### src/rtl/if_stage_pkg.sv
// Shared definitions for the instruction fetch stage: NOP encoding,
// FSM state encodings and the pc increment helper.
package if_stage_pkg;

  localparam logic [31:0] NOP = 32'h0000_0013;

  typedef enum logic [2:0] {
    S_IDLE = 3'd0,
    S_REQ  = 3'd1,
    S_WAIT = 3'd2,
    S_HOLD = 3'd3,
    S_DROP = 3'd4
  } state_t;

  // Sequential fetch address; wraps modulo 2^32.
  function automatic logic [31:0] pc_inc(input logic [31:0] pc);
    return pc + 32'd4;
  endfunction

endpackage

### src/rtl/if_stage_if.sv
// Instruction memory request/response bus between the fetch stage (master)
// and the instruction memory (slave). One request outstanding at a time.
interface if_stage_if;
  logic        imem_req;
  logic [31:0] imem_addr;
  logic        imem_gnt;
  logic        imem_rvalid;
  logic [31:0] imem_rdata;

  modport master (
    output imem_req, imem_addr,
    input  imem_gnt, imem_rvalid, imem_rdata
  );

  modport slave (
    input  imem_req, imem_addr,
    output imem_gnt, imem_rvalid, imem_rdata
  );
endinterface

### src/rtl/if_hold_buf.sv
// One-entry {pc, instr} skid buffer that parks a fetch response which
// arrived while the IF/ID register was stalled.
module if_hold_buf (
  input  logic        clk,
  input  logic        rst_n,
  input  logic        load,
  input  logic        clear,
  input  logic [31:0] pc_in,
  input  logic [31:0] instr_in,
  output logic        valid,
  output logic [31:0] pc,
  output logic [31:0] instr
);

  logic [63:0] entry;

  // Clear wins over load so a redirect always discards the parked entry.
  always_ff @(posedge clk or negedge rst_n) begin
    if (!rst_n) begin
      valid <= 1'b0;
      entry <= '0;
    end else if (clear) begin
      valid <= 1'b0;
    end else if (load) begin
      valid <= 1'b1;
      entry <= {pc_in, instr_in};
    end
  end

  assign pc    = entry[63:32];
  assign instr = entry[31:0];

endmodule

### src/rtl/if_stage.sv
// Instruction fetch stage: issues single-outstanding fetches to imem,
// fills the IF/ID register, parks responses while stalled, and handles
// redirects (dropping any in-flight response).
// Optional feature: define IF_MISALIGN_CHK_EN to report misaligned
// redirect targets as a faulting IF/ID entry instead of aligning them.
module if_stage
  import if_stage_pkg::*;
#(
  parameter logic [31:0] RESET_PC = 32'h0000_0000
) (
  input  logic        clk,
  input  logic        rst_n,
  input  logic        stall,
  input  logic        redirect_valid,
  input  logic [31:0] redirect_pc,
  if_stage_if.master  imem,
  output logic [31:0] pc_out,
  output logic [31:0] pc_plus4_out,
  output logic [31:0] instr_out,
  output logic        valid_out,
  output logic        misalign_out
);

  state_t      state;
  logic [31:0] pc_reg;
  logic [31:0] fetch_pc;
  logic        mis_pend;   // misaligned entry waiting to be written to IF/ID
  logic        halt;       // parked in IDLE after a misaligned redirect

  logic [31:0] redir_tgt;
  logic        redir_mis;

`ifdef IF_MISALIGN_CHK_EN
  assign redir_tgt = redirect_pc;
  assign redir_mis = |redirect_pc[1:0];
`else
  assign redir_tgt = {redirect_pc[31:2], 2'b00};
  assign redir_mis = 1'b0;
`endif

  logic        buf_valid;
  logic [31:0] buf_pc;
  logic [31:0] buf_instr;
  logic        buf_load;
  logic        buf_clear;
  logic        deliver_resp;
  logic        deliver_buf;
  logic        deliver_mis;

  assign deliver_resp = (state == S_WAIT) && imem.imem_rvalid && !stall;
  assign deliver_buf  = (state == S_HOLD) && buf_valid && !stall;
  assign deliver_mis  = (state == S_IDLE) && mis_pend && !stall;
  assign buf_load     = !redirect_valid && (state == S_WAIT) && imem.imem_rvalid && stall;
  assign buf_clear    = redirect_valid || deliver_buf;

  if_hold_buf u_hold (
    .clk      (clk),
    .rst_n    (rst_n),
    .load     (buf_load),
    .clear    (buf_clear),
    .pc_in    (fetch_pc),
    .instr_in (imem.imem_rdata),
    .valid    (buf_valid),
    .pc       (buf_pc),
    .instr    (buf_instr)
  );

  // Address is the pc register itself, so it only moves on grant or redirect.
  assign imem.imem_req  = (state == S_REQ);
  assign imem.imem_addr = pc_reg;

  // Fetch FSM plus IF/ID register; redirect outranks stall and everything else.
  always_ff @(posedge clk or negedge rst_n) begin
    if (!rst_n) begin
      state        <= S_IDLE;
      pc_reg       <= RESET_PC;
      fetch_pc     <= RESET_PC;
      mis_pend     <= 1'b0;
      halt         <= 1'b0;
      pc_out       <= '0;
      pc_plus4_out <= '0;
      instr_out    <= NOP;
      valid_out    <= 1'b0;
      misalign_out <= 1'b0;
    end else if (redirect_valid) begin
      pc_reg       <= redir_tgt;
      instr_out    <= NOP;
      valid_out    <= 1'b0;
      misalign_out <= 1'b0;
      if (redir_mis) begin
        state    <= S_IDLE;
        mis_pend <= 1'b1;
        halt     <= 1'b1;
      end else begin
        mis_pend <= 1'b0;
        halt     <= 1'b0;
        case (state)
          S_WAIT:  state <= imem.imem_rvalid ? S_REQ : S_DROP;
          S_REQ:   state <= imem.imem_gnt    ? S_DROP : S_REQ;
          S_DROP:  state <= imem.imem_rvalid ? S_REQ : S_DROP;
          default: state <= S_REQ;
        endcase
      end
    end else begin
      if (!stall) begin
        if (deliver_resp) begin
          pc_out       <= fetch_pc;
          pc_plus4_out <= pc_inc(fetch_pc);
          instr_out    <= imem.imem_rdata;
          valid_out    <= 1'b1;
          misalign_out <= 1'b0;
        end else if (deliver_buf) begin
          pc_out       <= buf_pc;
          pc_plus4_out <= pc_inc(buf_pc);
          instr_out    <= buf_instr;
          valid_out    <= 1'b1;
          misalign_out <= 1'b0;
        end else if (deliver_mis) begin
          pc_out       <= pc_reg;
          pc_plus4_out <= pc_inc(pc_reg);
          instr_out    <= NOP;
          valid_out    <= 1'b1;
          misalign_out <= 1'b1;
          mis_pend     <= 1'b0;
        end else begin
          instr_out    <= NOP;
          valid_out    <= 1'b0;
          misalign_out <= 1'b0;
        end
      end
      case (state)
        S_IDLE: if (!halt) state <= S_REQ;
        S_REQ: begin
          if (imem.imem_gnt) begin
            fetch_pc <= pc_reg;
            pc_reg   <= pc_inc(pc_reg);
            state    <= S_WAIT;
          end
        end
        S_WAIT: if (imem.imem_rvalid) state <= stall ? S_HOLD : S_REQ;
        S_HOLD: if (!stall) state <= S_REQ;
        S_DROP: if (imem.imem_rvalid) state <= S_REQ;
        default: state <= S_IDLE;
      endcase
    end
  end

endmodule

### src/flat_wrapper.sv
// flat-port wrapper written by rule: the top's interface ports become plain ports
module if_stage_flat import if_stage_pkg::*;
#(
  parameter logic [31:0] RESET_PC = 32'h0000_0000
)
  (clk, rst_n, stall, redirect_valid, redirect_pc, pc_out, pc_plus4_out, instr_out, valid_out, misalign_out, imem_imem_req, imem_imem_addr, imem_imem_gnt, imem_imem_rvalid, imem_imem_rdata);
  if_stage_if imem_i ();
  input  logic clk;
  input  logic rst_n;
  input  logic stall;
  input  logic redirect_valid;
  input  logic [31:0] redirect_pc;
  output logic [31:0] pc_out;
  output logic [31:0] pc_plus4_out;
  output logic [31:0] instr_out;
  output logic valid_out;
  output logic misalign_out;
  output wire logic [$bits(imem_i.imem_req)-1:0] imem_imem_req;
  output wire logic [$bits(imem_i.imem_addr)-1:0] imem_imem_addr;
  input wire logic [$bits(imem_i.imem_gnt)-1:0] imem_imem_gnt;
  input wire logic [$bits(imem_i.imem_rvalid)-1:0] imem_imem_rvalid;
  input wire logic [$bits(imem_i.imem_rdata)-1:0] imem_imem_rdata;
  assign imem_imem_req = imem_i.imem_req;
  assign imem_imem_addr = imem_i.imem_addr;
  assign imem_i.imem_gnt = imem_imem_gnt;
  assign imem_i.imem_rvalid = imem_imem_rvalid;
  assign imem_i.imem_rdata = imem_imem_rdata;
  if_stage #(.RESET_PC(RESET_PC)) u_core (.clk(clk), .rst_n(rst_n), .stall(stall), .redirect_valid(redirect_valid), .redirect_pc(redirect_pc), .imem(imem_i), .pc_out(pc_out), .pc_plus4_out(pc_plus4_out), .instr_out(instr_out), .valid_out(valid_out), .misalign_out(misalign_out));
endmodule
### config.mk
export PLATFORM = sky130hd
export DESIGN_NAME = if_stage_flat
export DESIGN_NICKNAME = d
export VERILOG_FILES = /design/src/rtl/if_stage_pkg.sv /design/src/rtl/if_stage_if.sv /design/src/rtl/if_hold_buf.sv /design/src/rtl/if_stage.sv /design/src/flat_wrapper.sv
export SDC_FILE = /design/constraint.sdc
export NUM_CORES = 1
export LEC_CHECK = 0
export BUFFER_PORTS_ARGS = -buffer_cell sky130_fd_sc_hd__buf_2
export CAP_MARGIN = 30
export CORE_UTILIZATION = 56
export DETAILED_ROUTE_END_ITERATION = 10
export GPL_TIMING_DRIVEN = 0
export PLACE_DENSITY_LB_ADDON = 0.3
export SLEW_MARGIN = 10
export SYNTH_ARGS = -nofsm -noshare
export SYNTH_HDL_FRONTEND = slang
export SYNTH_SLANG_ARGS = --single-unit
### constraint.sdc
create_clock -name clk -period 2.7 [get_ports clk]
set_input_delay 0.54 -clock clk [delete_from_list [all_inputs] [get_ports clk]]
set_output_delay 0.54 -clock clk [all_outputs]
set_load 0.03 [all_outputs]
==> results of run 1 <==
## Yosys cell counts, types with 3 or more instances
library cell	count	area (um2)
ha_1	3	37.54
o21ai_1	72	360.4
nand4_1	27	168.9
and3_1	6	37.54
o211ai_1	3	22.52
a221o_1	5	50.05
buf_2	21	105.1
or2_1	3	18.77
o221ai_1	5	43.79
and4_1	10	87.58
mux2_1	56	630.6
a22oi_1	37	277.8
a221oi_1	6	52.55
dfstp_2	3	78.83
a21oi_1	15	75.07
nor3_1	17	85.08
xnor2_1	46	402.9
nand2_1	115	431.7
or3_1	6	37.54
mux2_2	23	259.0
clkbuf_1	50	187.7
a222oi_1	29	290.3
xor2_1	27	236.5
dfrtp_1	216	5405
mux2i_1	4	40.04
o21a_1	3	22.52
or4_1	4	30.03
nor2_1	61	229.0
o21ai_0	17	85.08
nand3_1	33	165.2
buf_4	7	52.55
inv_1	18	67.56
nor4_1	16	100.1
and2_1	4	25.02
## per-layer routing
layer / vias to the layer above / track usage [%] / wire (um)
li1: 4125 / - / -
met1: 4433 / 44.35 / 12330
met2: 489 / 48.00 / 13920
met3: 71 / 5.403 / 2761
met4: 0 / 10.99 / 797
met5: - / 0 / 0
## cell families after synthesis
kind of cell,after synthesis,synth area share [%]
mux,83,8.784
buf+inv,101,4.161
compound gates,205,13.11
simple gates,325,15.70
xor+xnor,73,6.041
other cells,1,0.03543
fa+ha+maj,3,0.3547
flops,219,51.81
## per-stage QoR
stage | TNS (ps) | hold slack [ps]
after floorplan | 0 | 244.4
after global placement | -558350 | 456.5
after detailed placement | 0 | 471.8
after CTS | 0 | 220.5
after global routing | 0 | 234.5
final | 0 | 231.9
## path summary, 6_finish.rpt
| kind | start | endpoint | slack [ps] | cells after the start |
|---|---|---|---|---|
| min in group asynchronous | rst_n | u_core.imem.imem_addr[13]$_DFFE_PN0P_ | 560 | 2 |
| setup reg to reg | u_core.state[2]$_DFFE_PN0P_ | u_core.pc_plus4_out[18]$_DFFE_PN0P_ | 140 | 6 |
| max in group asynchronous | rst_n | u_core.instr_out[4]$_DFFE_PN1P_ | 1340 | 3 |
| hold / removal | redirect_pc[5] | u_core.imem.imem_addr[5]$_DFFE_PN0P_ | 230 | 3 |
| hold reg to reg | u_core.pc_out[22]$_DFFE_PN0P_ | u_core.pc_out[22]$_DFFE_PN0P_ | 480 | 2 |
| setup / recovery | u_core.state[2]$_DFFE_PN0P_ | u_core.pc_plus4_out[18]$_DFFE_PN0P_ | 140 | 6 |
## area by class of cell
type | instances | area, um2 | area share [%]
Timing Repair Buffer | 194 | 1031 | 8.151
Inverter | 19 | 71.32 | 0.5639
Clock buffer | 36 | 694.4 | 5.490
Buffer | 82 | 370.4 | 2.928
Multi-Input combinational cell | 696 | 4682 | 37.02
Sequential cell | 219 | 5484 | 43.36
Tap cell | 229 | 286.5 | 2.265
Clock inverter | 5 | 28.78 | 0.2275
## what timing repair did
action,4_1_cts,5_1_grt
hold buffers,1,0
endpoints found under the hold margin,2,0
setup endpoints to repair,0,10
gates resized for setup,0,2
## sequential cells by signal (all words and copies together), names as in the netlist
register / flops
u_core.valid_out: 1
u_core.imem.imem_addr: 30
u_core.pc_plus4_out: 30
u_core.u_hold.entry: 62
u_core.fetch_pc: 30
u_core.u_hold.valid: 1
u_core.state: 3
u_core.instr_out: 32
u_core.pc_out: 30
## tightest hold or removal path, cell delays in order
cell     delay (ps)
buf_2            70
nand2_1          40
o21ai_0          60
## power by group through the flow
stage,Sequential (mW),Clock [mW],Combinational [mW]
floorplan,5.69,0,1.61
global placement,5.14,0,3.23
detailed placement,5.19,0,3.34
CTS,5.14,3.08,3.36
global route,5.30,3.22,3.64
finish,5.19,3.06,3.36
==> impl_metrics.toml, run 1 <==
[layout]
utilization_pct = 69.23
nNetsFinal = 1308
antenna_cells = 0
instances_no_fill = 1480
final_cell_area_um2 = 12650
nFillCells = 1439
layout_commonest_cell = "dfrtp_1"
area_delta_synth_final_pct = 19.51
layout_common_cells = "216 x dfrtp_1, 211 x buf_2, 115 x nand2_1"
drive_gt1_share_pct = 23.90

[critical_path]
start_kind = "register"
worst_ep_required_time_ps = 3140
worstSetupEndpointType = "register"
worstSetupPathType = "reg2reg"
cp.buffers_inverters = 1
crit_slowest_cell = "nor2_1"
critPathTopFamily = "simple AND/OR/NAND/NOR gates"
cp.arrival_ps = 3000
max_stage_delay_ps = 550
cp_cell_sequence = "or3b_1, buf_2, nor2_1, nand2_1, a21oi_1, a221o_1"
path_max_fanout = 10

[sta]
rsz0062_at_grt = "false"
tightest_slew_ps = 1031
slew_viol_final = 0
finalSetupViolCount = 0
period_minus_slack_ps = 2560
hold_violations = 0
fin_crit_sh_pct = 94.83
relSlewSlack_pct = 30.67
finalWorstSetupSlack_ps = 139.7
final.setup_skew_ps = 17.67
fmax_ghz = 0.3906

[floorplanning]
design.core.area_um2 = 18270
initial_core_util_pct = 57.93
die_h_um = 139.5
io_pins = 201
die_area_um2 = 19450
die_x_um = 139.5
rows = 49

[clocking]
cts_buffers = 23
htree_levels = 1
cts_buffer_depth = 3
cts.root.buffer_cell = "clkbuf_16"
clk_latency_ps = 520
postCtsSetupBuffers = 0
clkTransAtPathRegs_ps = 60
cts_tree = "yes"
cts_sinks = 219

[power_and_ir_drop]
p_per_area_nw_per_um2 = 917.3
p_int_mw = 7.235
ir_drop_mv = 0.4711
p_leak_nw = 5.850
power.switching_mw = 4.368
swShare_pct = 37.65
power_mw = 11.60
pwr-share-comb_pct = 29.0
p_clk_share_pct = 26.3
p_seq_share_pct = 44.7

[place]
place_area_um2 = 11910
dpl_worst_slack_ps = 32.22
numPortBuffers = 191
gp_congestion = 0.8976
dp_hpwl_um = 21250
dp_cells = 1438

[grt]
grt.total_usage_pct = 31.05
grt_start_max_net_pins = 79
antenna_found_initial = 0
grt_pass1_vias = 8647
grt_pass1_wl_um = 47270
overflow = 0

[yosys]
ys_ff_latch = 219
yosysSeqAreaShare_pct = 51.81
synth.cell_area_um2 = 10580
synth_edf_count = 0
synth_cell_types = 66
syn_area_per_cell_um2 = 10.48
yosys_warnings = 0
synth_ff_type = "dfrtp_1"
async_reset_ff_share_pct = 100.0
syn_inst = 1010

[route]
drt.antenna.violating_nets = 0
avgViaCountPerCell = 6.161
vias = 9118
drtIter0Drc = 1096
drt_wl_total_um = 29810
post_drt_wl_per_cell_um = 20.14
drc = 0
drt_pre_antenna_iters = 9

[worst_hold_path]
hp-class = "in2reg"

[outcome]
status = "completed"

[flow_run]
max-cap-violations = 0
Power figures use the tool's default switching activity.
==> inputs of run 2 (changes only) <==
--- a/config.mk
+++ b/config.mk
@@ -7,7 +7,7 @@
 export LEC_CHECK = 0
 export BUFFER_PORTS_ARGS = -buffer_cell sky130_fd_sc_hd__buf_2
 export CAP_MARGIN = 30
-export CORE_UTILIZATION = 56
+export CORE_UTILIZATION = 45
 export DETAILED_ROUTE_END_ITERATION = 10
 export GPL_TIMING_DRIVEN = 0
 export PLACE_DENSITY_LB_ADDON = 0.3
==> run 2 against run 1 <==
Net effect: first-iteration DRC count down 25%; combinational power barely moved; setup slack worse by 6.2 ps; count of clock-buffer cells in the layout fell by 3; maximum frequency down 0.24%; critical path type unchanged; largest cell class unchanged; largest power group unchanged; highest routed layer unchanged.
==> impl_metrics.toml, run 2 (synthesis results as in run 1) <==
[route]
vias = 8876
wl_met3_um = 2209
post_drt_wl_per_cell_um = 19.22
top_layer_used = "met4"
avgViaCountPerCell = 5.661
drc = 0
met1Wirelength_um = 13550
drtIter0Drc = 820
drt_wl_total_um = 30140
drt_pre_antenna_iters = 6
route.met2.wl_um = 13690
drt.antenna.violating_nets = 0

[critical_path]
worstSetupEndpointType = "register"
crit_slowest_cell = "nor2_1"
reg2reg_slack_ps = 130
cp_cell_sequence = "or3b_1, buf_2, nor2_1, nand2_1, a21oi_1, a221o_1"
max_stage_delay_ps = 570
worst_ep_required_time_ps = 3150
worstSetupPathType = "reg2reg"
path_max_fanout = 10
cp.arrival_ps = 3010
start_kind = "register"

[layout]
utilization_pct = 56.55
largest_reg_flops = 62
antenna_cells = 0
nNetsFinal = 1310
regMostFlops = "u_core.u_hold.entry"
layout_commonest_cell = "dfrtp_1"
layout_common_cells = "216 x dfrtp_1, 211 x buf_2, 115 x nand2_1"
drive_gt1_share_pct = 24.30
area_delta_synth_final_pct = 22.07
nFillCells = 2044
largestRegisters = "u_core.u_hold.entry x62, u_core.instr_out x32"

[sta]
slew_viol_final = 0
period_minus_slack_ps = 2566
final.setup_skew_ps = 15.38
finalWorstSetupSlack_ps = 133.5
rsz0062_at_grt = "false"
relSlewSlack_pct = 40.05
fmax_ghz = 0.3896
tightest_slew_ps = 892.4
finalSetupViolCount = 0
fin_crit_sh_pct = 95.05
hold_violations = 0

[clocking]
cts.root.buffer_cell = "clkbuf_16"
cts_buffers = 24
clk_latency_ps = 520
cts_buffer_depth = 3
htree_levels = 1
cts_sinks = 219
clkTransAtPathRegs_ps = 60
postCtsSetupBuffers = 0
cts_tree = "yes"

[power_and_ir_drop]
ir_drop_mv = 0.4335
p_per_area_nw_per_um2 = 940.1
p_leak_nw = 5.926

[floorplanning]
die_h_um = 155.4
rows = 55
die_x_um = 155.4
io_pins = 201
die_area_um2 = 24140
initial_core_util_pct = 46.33
design.core.area_um2 = 22850

[grt]
overflow = 0
grt_start_max_net_pins = 109
grt_pass1_wl_um = 47370
antenna_found_initial = 0
grt.total_usage_pct = 25.02
grt_pass1_vias = 8558

[place]
gp_congestion = 0.8917
dp_hpwl_um = 21860
dpl_worst_slack_ps = -42.29
numPortBuffers = 191

[worst_hold_path]
hp-class = "in2reg"

[outcome]
status = "completed"

[flow_run]
max-cap-violations = 0
-- run 2: worst max-delay path: cells and delay by family (launching register included) --
kind | cells | cell delay, ps
AOI/OAI and AO/OA | 2 | 400
buffers and inverters | 1 | 180
DFF | 1 | 460
and+or+nand+nor | 3 | 1470
-- run 2: stage by stage --
stage	setup TNS, ps	hold slack [ps]	instances	instance area (um2)	power (mW)
final	0	235.9	1568	12920	12.15
after global routing	0	243.3	1568	12920	12.72
after CTS	0	232.5	1567	12910	12.17
after detailed placement	-42.29	449.0	1522	12020	8.541
after global placement	-592910	456.7	1520	11950	8.411
after floorplan	0	244.4	1016	10610	7.307
-- run 2: power breakdown --
part	internal, mW	total [mW]	switching, mW
clock network	2.28	3.61	1.33
logic	1.24	3.35	2.11
registers	4.23	5.19	0.955
-- run 2: final cells by class --
type	count	area (um2)	share of cell area (%)
flip-flops and latches	219	5484	42.45
multi-input cells	696	4682	36.24
repair buffers	195	1039	8.038
clock buffers	33	695.7	5.384
well taps	313	391.6	3.031
plain buffers	82	370.4	2.867
clock inverters	11	186.4	1.443
inverters	19	71.32	0.5520
-- run 2: path summary, 6_finish.rpt --
check / from / endpoint / depth (start not counted)
worst min register to register: u_core.pc_out[24]$_DFFE_PN0P_ / u_core.pc_out[24]$_DFFE_PN0P_ / 2
worst max register to register: u_core.state[2]$_DFFE_PN0P_ / u_core.pc_plus4_out[18]$_DFFE_PN0P_ / 6
worst min-delay path: redirect_pc[13] / u_core.imem.imem_addr[13]$_DFFE_PN0P_ / 3
max in group asynchronous: rst_n / u_core.instr_out[0]$_DFFE_PN1P_ / 3
min in group asynchronous: rst_n / u_core.imem.imem_addr[13]$_DFFE_PN0P_ / 2
worst max-delay path: u_core.state[2]$_DFFE_PN0P_ / u_core.pc_plus4_out[18]$_DFFE_PN0P_ / 6
-- run 2: per-layer routing --
layer  GRT usage, %  vias to the layer above
li1               -                     4118
met1          35.66                     4347
met2          39.14                      362
met3          4.095                       49
met4          7.656                        0
met5              0                        -
-- run 2: timing repair --
action | CTS | global route
hold buffers | 1 | 0
endpoints found under the hold margin | 36 | 0
endpoints found under the setup margin | 0 | 10
resized for setup | 0 | 2
